File: config.mk
export PLATFORM = sky130hd
export DESIGN_NAME = axi_rd_responder
export DESIGN_NICKNAME = d
export VERILOG_FILES = /design/src/rtl/axi_rd_responder.sv
export SDC_FILE = /design/constraint.sdc
export NUM_CORES = 1
export LEC_CHECK = 0
export CAP_MARGIN = 20
export CORE_ASPECT_RATIO = 1.25
export CORE_UTILIZATION = 31
export DETAILED_ROUTE_END_ITERATION = 10
export PLACE_DENSITY = 0.52
export SLEW_MARGIN = 20
export SYNTH_ARGS = -nofsm -noshare
export SYNTH_HDL_FRONTEND = slang
export SYNTH_SLANG_ARGS = --single-unit
File: constraint.sdc
create_clock -name clk_i -period 6.4 [get_ports clk_i]
set_clock_uncertainty 0.2 [all_clocks]
set_input_delay 0.96 -clock clk_i [delete_from_list [all_inputs] [get_ports clk_i]]
set_output_delay 0.96 -clock clk_i [all_outputs]
set_load 0.01 [all_outputs]
File: src/rtl/axi_rd_responder.sv
// AXI4 read-channel subordinate (AR/R) backed by a synchronous single-port SRAM.
// Serves FIXED/INCR/WRAP bursts of any legal size; narrow beats return the
// full SRAM word and the master picks lanes. A 2-entry R buffer plus an issue
// throttle lets R run one beat per cycle without ever overflowing.
//
// Handshake rule on AR and R: a transfer happens on a rising clock edge where
// valid and ready are both 1. valid never waits on ready, and once r_valid_o is
// raised the R payload (id/data/resp/last) holds steady until it transfers.
module axi_rd_responder #(
  parameter int unsigned AxiIdWidth   = 4,
  parameter int unsigned AxiAddrWidth = 64,
  parameter int unsigned AxiDataWidth = 64,
  parameter logic [63:0] MemBase      = 64'h8000_0000,
  parameter int unsigned MemWords     = 4096
) (
  input  logic                        clk_i,
  input  logic                        rst_ni,
  input  logic                        ar_valid_i,
  output logic                        ar_ready_o,
  input  logic [AxiIdWidth-1:0]       ar_id_i,
  input  logic [AxiAddrWidth-1:0]     ar_addr_i,
  input  logic [7:0]                  ar_len_i,
  input  logic [2:0]                  ar_size_i,
  input  logic [1:0]                  ar_burst_i,
  output logic                        r_valid_o,
  input  logic                        r_ready_i,
  output logic [AxiIdWidth-1:0]       r_id_o,
  output logic [AxiDataWidth-1:0]     r_data_o,
  output logic [1:0]                  r_resp_o,
  output logic                        r_last_o,
  output logic                        mem_req_o,
  output logic [$clog2(MemWords)-1:0] mem_addr_o,
  input  logic [AxiDataWidth-1:0]     mem_rdata_i
);

  localparam int unsigned IdxW = $clog2(MemWords);
  localparam int unsigned OffW = $clog2(AxiDataWidth / 8);
  localparam logic [2:0]  MaxSize = 3'(OffW);
  localparam logic [AxiAddrWidth-1:0] WinBase  = AxiAddrWidth'(MemBase);
  localparam logic [AxiAddrWidth-1:0] WinBytes = AxiAddrWidth'(MemWords) << OffW;

  localparam logic [1:0] StIdle  = 2'd0;
  localparam logic [1:0] StBurst = 2'd1;
  localparam logic [1:0] StDrain = 2'd2;

  localparam logic [1:0] BurstFixed = 2'b00;
  localparam logic [1:0] BurstIncr  = 2'b01;
  localparam logic [1:0] BurstWrap  = 2'b10;
  localparam logic [1:0] RespOkay   = 2'b00;
  localparam logic [1:0] RespSlvErr = 2'b10;

  function automatic logic in_window(input logic [AxiAddrWidth-1:0] a);
    return (a >= WinBase) && ((a - WinBase) < WinBytes);
  endfunction

  // FSM and latched burst context
  logic [1:0]              state_q, state_d;
  logic [AxiIdWidth-1:0]   id_q;
  logic [AxiAddrWidth-1:0] addr_q, addr_d;
  logic [7:0]              len_q;
  logic [7:0]              beat_cnt_q, beat_cnt_d;
  logic [2:0]              size_q;
  logic [1:0]              burst_q;
  logic                    burst_err_q;

  // Beat issued last cycle whose SRAM data is arriving now
  logic infl_q, infl_err_q, infl_last_q;

  // R buffer
  logic [AxiDataWidth-1:0] fifo_data_q [2];
  logic [1:0]              fifo_err_q, fifo_last_q;
  logic                    rd_ptr_q, wr_ptr_q;
  logic [1:0]              fifo_cnt_q, fifo_cnt_d;

  logic                    ar_hs, ar_err;
  logic                    issue, beat_err, last_issue;
  logic                    head_fifo, r_hs, push, pop;
  logic [1:0]              slots_used;
  logic [AxiAddrWidth-1:0] step, bound, addr_incr, addr_next;
  logic [AxiDataWidth-1:0] beat_data;

  assign ar_ready_o = (state_q == StIdle);
  assign ar_hs      = ar_valid_i && ar_ready_o;

  // Whole-burst error classification, evaluated on the live AR fields
  always_comb begin
    ar_err = 1'b0;
    if (ar_size_i > MaxSize) ar_err = 1'b1;
    if (ar_burst_i == 2'b11) ar_err = 1'b1;
    if ((ar_burst_i == BurstWrap) &&
        !(ar_len_i inside {8'd1, 8'd3, 8'd7, 8'd15})) ar_err = 1'b1;
    if (!in_window(ar_addr_i)) ar_err = 1'b1;
  end

  // Issue throttle: buffered + in-flight beats never exceed the two buffer slots
  assign slots_used = fifo_cnt_q + {1'b0, infl_q};
  assign issue      = (state_q == StBurst) && (slots_used < 2'd2);
  assign last_issue = issue && (beat_cnt_q == 8'd0);
  assign beat_err   = burst_err_q || ((burst_q == BurstIncr) && !in_window(addr_q));
  assign mem_req_o  = issue && !beat_err;
  assign mem_addr_o = IdxW'((addr_q - WinBase) >> OffW);

  // Next beat address for the three burst types
  always_comb begin
    step      = AxiAddrWidth'(1) << size_q;
    bound     = step * (AxiAddrWidth'(len_q) + AxiAddrWidth'(1));
    addr_incr = addr_q + step;
    case (burst_q)
      BurstFixed: addr_next = addr_q;
      BurstWrap:  addr_next = (addr_q & ~(bound - AxiAddrWidth'(1))) |
                              (addr_incr & (bound - AxiAddrWidth'(1)));
      default:    addr_next = addr_incr;
    endcase
  end

  // Advance address and beat counter per issued beat
  always_comb begin
    addr_d     = addr_q;
    beat_cnt_d = beat_cnt_q;
    if (issue) begin
      addr_d = addr_next;
      if (beat_cnt_q != 8'd0) beat_cnt_d = beat_cnt_q - 8'd1;
    end
  end

  // FSM next state
  always_comb begin
    state_d = state_q;
    case (state_q)
      StIdle:  if (ar_hs) state_d = StBurst;
      StBurst: if (last_issue) state_d = StDrain;
      StDrain: if (r_hs && r_last_o) state_d = StIdle;
      default: state_d = StIdle;
    endcase
  end

  // FSM state register
  always_ff @(posedge clk_i or negedge rst_ni) begin
    if (!rst_ni) state_q <= StIdle;
    else         state_q <= state_d;
  end

  // Burst context: loaded on AR handshake, walked on each issue
  always_ff @(posedge clk_i or negedge rst_ni) begin
    if (!rst_ni) begin
      id_q        <= '0;
      addr_q      <= '0;
      len_q       <= '0;
      beat_cnt_q  <= '0;
      size_q      <= '0;
      burst_q     <= '0;
      burst_err_q <= 1'b0;
    end else if (ar_hs) begin
      id_q        <= ar_id_i;
      addr_q      <= ar_addr_i;
      len_q       <= ar_len_i;
      beat_cnt_q  <= ar_len_i;
      size_q      <= ar_size_i;
      burst_q     <= ar_burst_i;
      burst_err_q <= ar_err;
    end else begin
      addr_q     <= addr_d;
      beat_cnt_q <= beat_cnt_d;
    end
  end

  // Track the beat whose SRAM read completes in the next cycle
  always_ff @(posedge clk_i or negedge rst_ni) begin
    if (!rst_ni) begin
      infl_q      <= 1'b0;
      infl_err_q  <= 1'b0;
      infl_last_q <= 1'b0;
    end else begin
      infl_q      <= issue;
      infl_err_q  <= beat_err;
      infl_last_q <= last_issue;
    end
  end

  // R head: buffered beat first; an empty buffer passes the arriving beat
  // straight through, and a stalled arriving beat is captured so it holds.
  assign head_fifo = (fifo_cnt_q != 2'd0);
  assign beat_data = infl_err_q ? '0 : mem_rdata_i;
  assign r_valid_o = head_fifo || infl_q;
  assign r_hs      = r_valid_o && r_ready_i;
  assign push      = infl_q && (head_fifo || !r_ready_i);
  assign pop       = r_hs && head_fifo;
  assign fifo_cnt_d = fifo_cnt_q + {1'b0, push} - {1'b0, pop};

  always_comb begin
    r_id_o   = '0;
    r_data_o = '0;
    r_resp_o = RespOkay;
    r_last_o = 1'b0;
    if (head_fifo) begin
      r_id_o   = id_q;
      r_data_o = fifo_data_q[rd_ptr_q];
      r_resp_o = fifo_err_q[rd_ptr_q] ? RespSlvErr : RespOkay;
      r_last_o = fifo_last_q[rd_ptr_q];
    end else if (infl_q) begin
      r_id_o   = id_q;
      r_data_o = beat_data;
      r_resp_o = infl_err_q ? RespSlvErr : RespOkay;
      r_last_o = infl_last_q;
    end
  end

  // R buffer storage and pointers
  always_ff @(posedge clk_i or negedge rst_ni) begin
    if (!rst_ni) begin
      for (int i = 0; i < 2; i++) fifo_data_q[i] <= '0;
      fifo_err_q  <= '0;
      fifo_last_q <= '0;
      rd_ptr_q    <= 1'b0;
      wr_ptr_q    <= 1'b0;
      fifo_cnt_q  <= '0;
    end else begin
      if (push) begin
        fifo_data_q[wr_ptr_q] <= beat_data;
        fifo_err_q[wr_ptr_q]  <= infl_err_q;
        fifo_last_q[wr_ptr_q] <= infl_last_q;
        wr_ptr_q              <= ~wr_ptr_q;
      end
      if (pop) rd_ptr_q <= ~rd_ptr_q;
      fifo_cnt_q <= fifo_cnt_d;
    end
  end

endmodule

==> reports/results.ini <==
[run_status]
status = completed

[cts]
cts_tree = done
cts.sinks = 231
clk_pin_slew_worst_paths_ns = 0.07
holdBufCountCts = 0
clockBufferDepth = 3
htree_levels = 1
cts_buffers = 29
clk_latency_ns = 0.57
cts_root_buffer = clkbuf_16

[grt]
grt_max_degree = 134
grt_pass1_wl_mm = 87.35
gr-total-overflow = 0
gr-usage-all-layers = 0.2014
antenna_found_initial = 2
grt_pass1_vias = 15739

[floorplan]
pin_count = 235
rows = 94
dieArea_um2 = 54560
die_x_um = 209.1
start_util = 0.3148
core-area_um2 = 52810
die_h_um = 260.9

[logic_synthesis]
seq_area_frac_synth = 0.3478
synth_most_common_cell = nand2_1
synth_top_area_cell = dfrtp_1
yosysTopAreaCellShare = 0.3478
synth-edff-count = 0
yosys_register_bits = 231
syn_nets = 2278
netlist_area_um2 = 16620
synth_commonest_cells = nand2_1, o21ai_0, dfrtp_1, inv_1, nor2_1
synthDistinctLibCells = 81
ys.flop_type = dfrtp_1
synth_warnings = 0
synthArstFlopShare = 1.000
syn_inst = 2003
syn_avg_cell_area_um2 = 8.299
ys_top_cells_by_area = dfrtp_1, nand2_1, o21ai_0

[sta]
hold_violations = 0
period_needed_ns = 6.270
slew-limit-headroom = 0.2477
max_freq_mhz = 159.5
worst_pin_slew_ns = 1.124
rsz0062_at_grt = true
drv_slew = 0
fin_tns_setup_ns = 0
fin_crit_sh = 0.9796
setup_viol = 0

[flow_run]
maxCapViolCount = 0

[layout]
antenna_cells = 0
fillers = 5350
fin_nets = 2519
syn2layout_area_growth_pct = 29.46
layout-drive-gt1-share = 0.1038

[critical_path]
critPathLaunch = size_q[2]$_DFFE_PN0P_
rrSetupSlack_ns = 0.13
crit_path_max_fanout = 9
worst_ep_required_time_ns = 6.65
cp-start-kind = flop
timing.rr.start = size_q[2]$_DFFE_PN0P_
cp.arrival_ns = 6.52
crit_path_end_kind = flop
crit_type = reg -> reg

[routing]
postRouteAntennaNets = 0
firstDrtPassIters = 7
routed_via_density = 5.278
detailroute.via_count = 15492
drt_drc_violations_left = 0
routedWlPerCell_um = 18.86
drtIter0Drc = 1083
routed_wl_mm = 55.35

[placement]
io_buffers = 233
dpl.hpwl_mm = 39.58
place.gp.congestion = 0.8561

[worst_hold_path]
hold_class = in -> async

## layer usage
metal | track usage | vias to the layer above | wire length (um)
met1 | 0.2654 | 7558 | 24590
met5 | 0 | - | 30
met2 | 0.3411 | 423 | 26450
li1 | - | 7421 | -
met4 | 0.06781 | 4 | 1725
met3 | 0.02431 | 86 | 2555
## metrics by stage
step	area [um^2]	instances	worst slack, ns	hold WS (ns)	util
3_3_place_gp	19870	2851	-0.08870	0.2512	0.3762
3_5_place_dp	19870	2851	-0.2184	0.2542	0.3762
4_1_cts	20920	2904	0.01875	0.2688	0.3961
5_1_grt	21520	2935	-0.06928	0.1152	0.4075
2_1_floorplan	16630	2003	0.1553	0.2374	-
6_report	21520	2935	0.1303	0.09855	0.4075
## final cells by class
cell class / instances / area (um^2) / share of cell area
Timing Repair Buffer: 335 / 3218 / 0.1495
Tap cell: 672 / 840.8 / 0.03907
Clock inverter: 9 / 103.9 / 0.004826
Multi-Input combinational cell: 1540 / 10330 / 0.4801
Clock buffer: 41 / 830.8 / 0.03861
Sequential cell: 231 / 5793 / 0.2692
Inverter: 107 / 401.6 / 0.01866
## cells in the final DEF, fill, tap and decap left out, drive strengths merged, types with 17 or more instances in the layout
| cell type | instances |
|---|---|
| xor2 | 34 |
| inv | 108 |
| nand3 | 49 |
| nand2 | 378 |
| clkdlybuf4s50 | 232 |
| a21o | 17 |
| dfrtp | 231 |
| clkbuf | 42 |
| mux2i | 69 |
| nor2 | 98 |
| nand4 | 23 |
| fa | 47 |
| xnor2 | 23 |
| and3 | 24 |
| ha | 79 |
| o21ai | 258 |
| nor4 | 35 |
| buf | 102 |
| a21oi | 72 |
| nor3 | 28 |
| nand2b | 81 |
## worst max-delay path, stage by stage (launching register included)
cell and delay (ns):
dfrtp_2 0.45, buf_6 0.15, nand3b_1 0.19, inv_2 0.17, nand2_2 0.08, fa_1 0.52, inv_1 0.06, fa_1 0.50
inv_1 0.05, fa_1 0.48, inv_1 0.06, fa_1 0.53, inv_1 0.06, fa_1 0.54, inv_1 0.06, ha_4 0.32
o2111ai_4 0.14, a21boi_2 0.20, o211ai_1 0.11, buf_4 0.16, o2111a_1 0.24, or2_4 0.27, buf_12 0.15, a21o_1 0.15
a221o_1 0.29
## cells by family (layout without fill, tap and decap cells)
logic type / Yosys count / in the layout / synth area share
compound gates: 479 / 479 / 0.1711
xor+xnor: 57 / 57 / 0.03003
fa+ha+maj: 126 / 126 / 0.1161
buf+inv: 232 / 492 / 0.05698
flops: 231 / 231 / 0.3478
mux: 74 / 74 / 0.04494
other cells: 1 / 1 / 0.0002256
simple gates: 803 / 803 / 0.2329
## repair_timing
item | in CTS | in global routing
cloned | 0 | 1
endpoints found under the setup margin | 39 | 50
resized for setup | 19 | 66
buffers inserted | 3 | 29
pin swaps | 5 | 40
## worst paths after layout
check                                         endpoint  cells after the start
setup / recovery                                  flop                     24
hold / removal             fifo_data_q[19]$_DFFE_PN0P_                      1
setup reg to reg                                  flop                     24
hold reg to reg                    id_q[0]$_DFFE_PN0P_                      2
max in group asynchronous   asynchronous set/reset pin                      3
min in group clk_i                 id_q[0]$_DFFE_PN0P_                      2
Power is not shown: default switching activity piles up to over one toggle a cycle in this logic, so the estimate is an artifact.
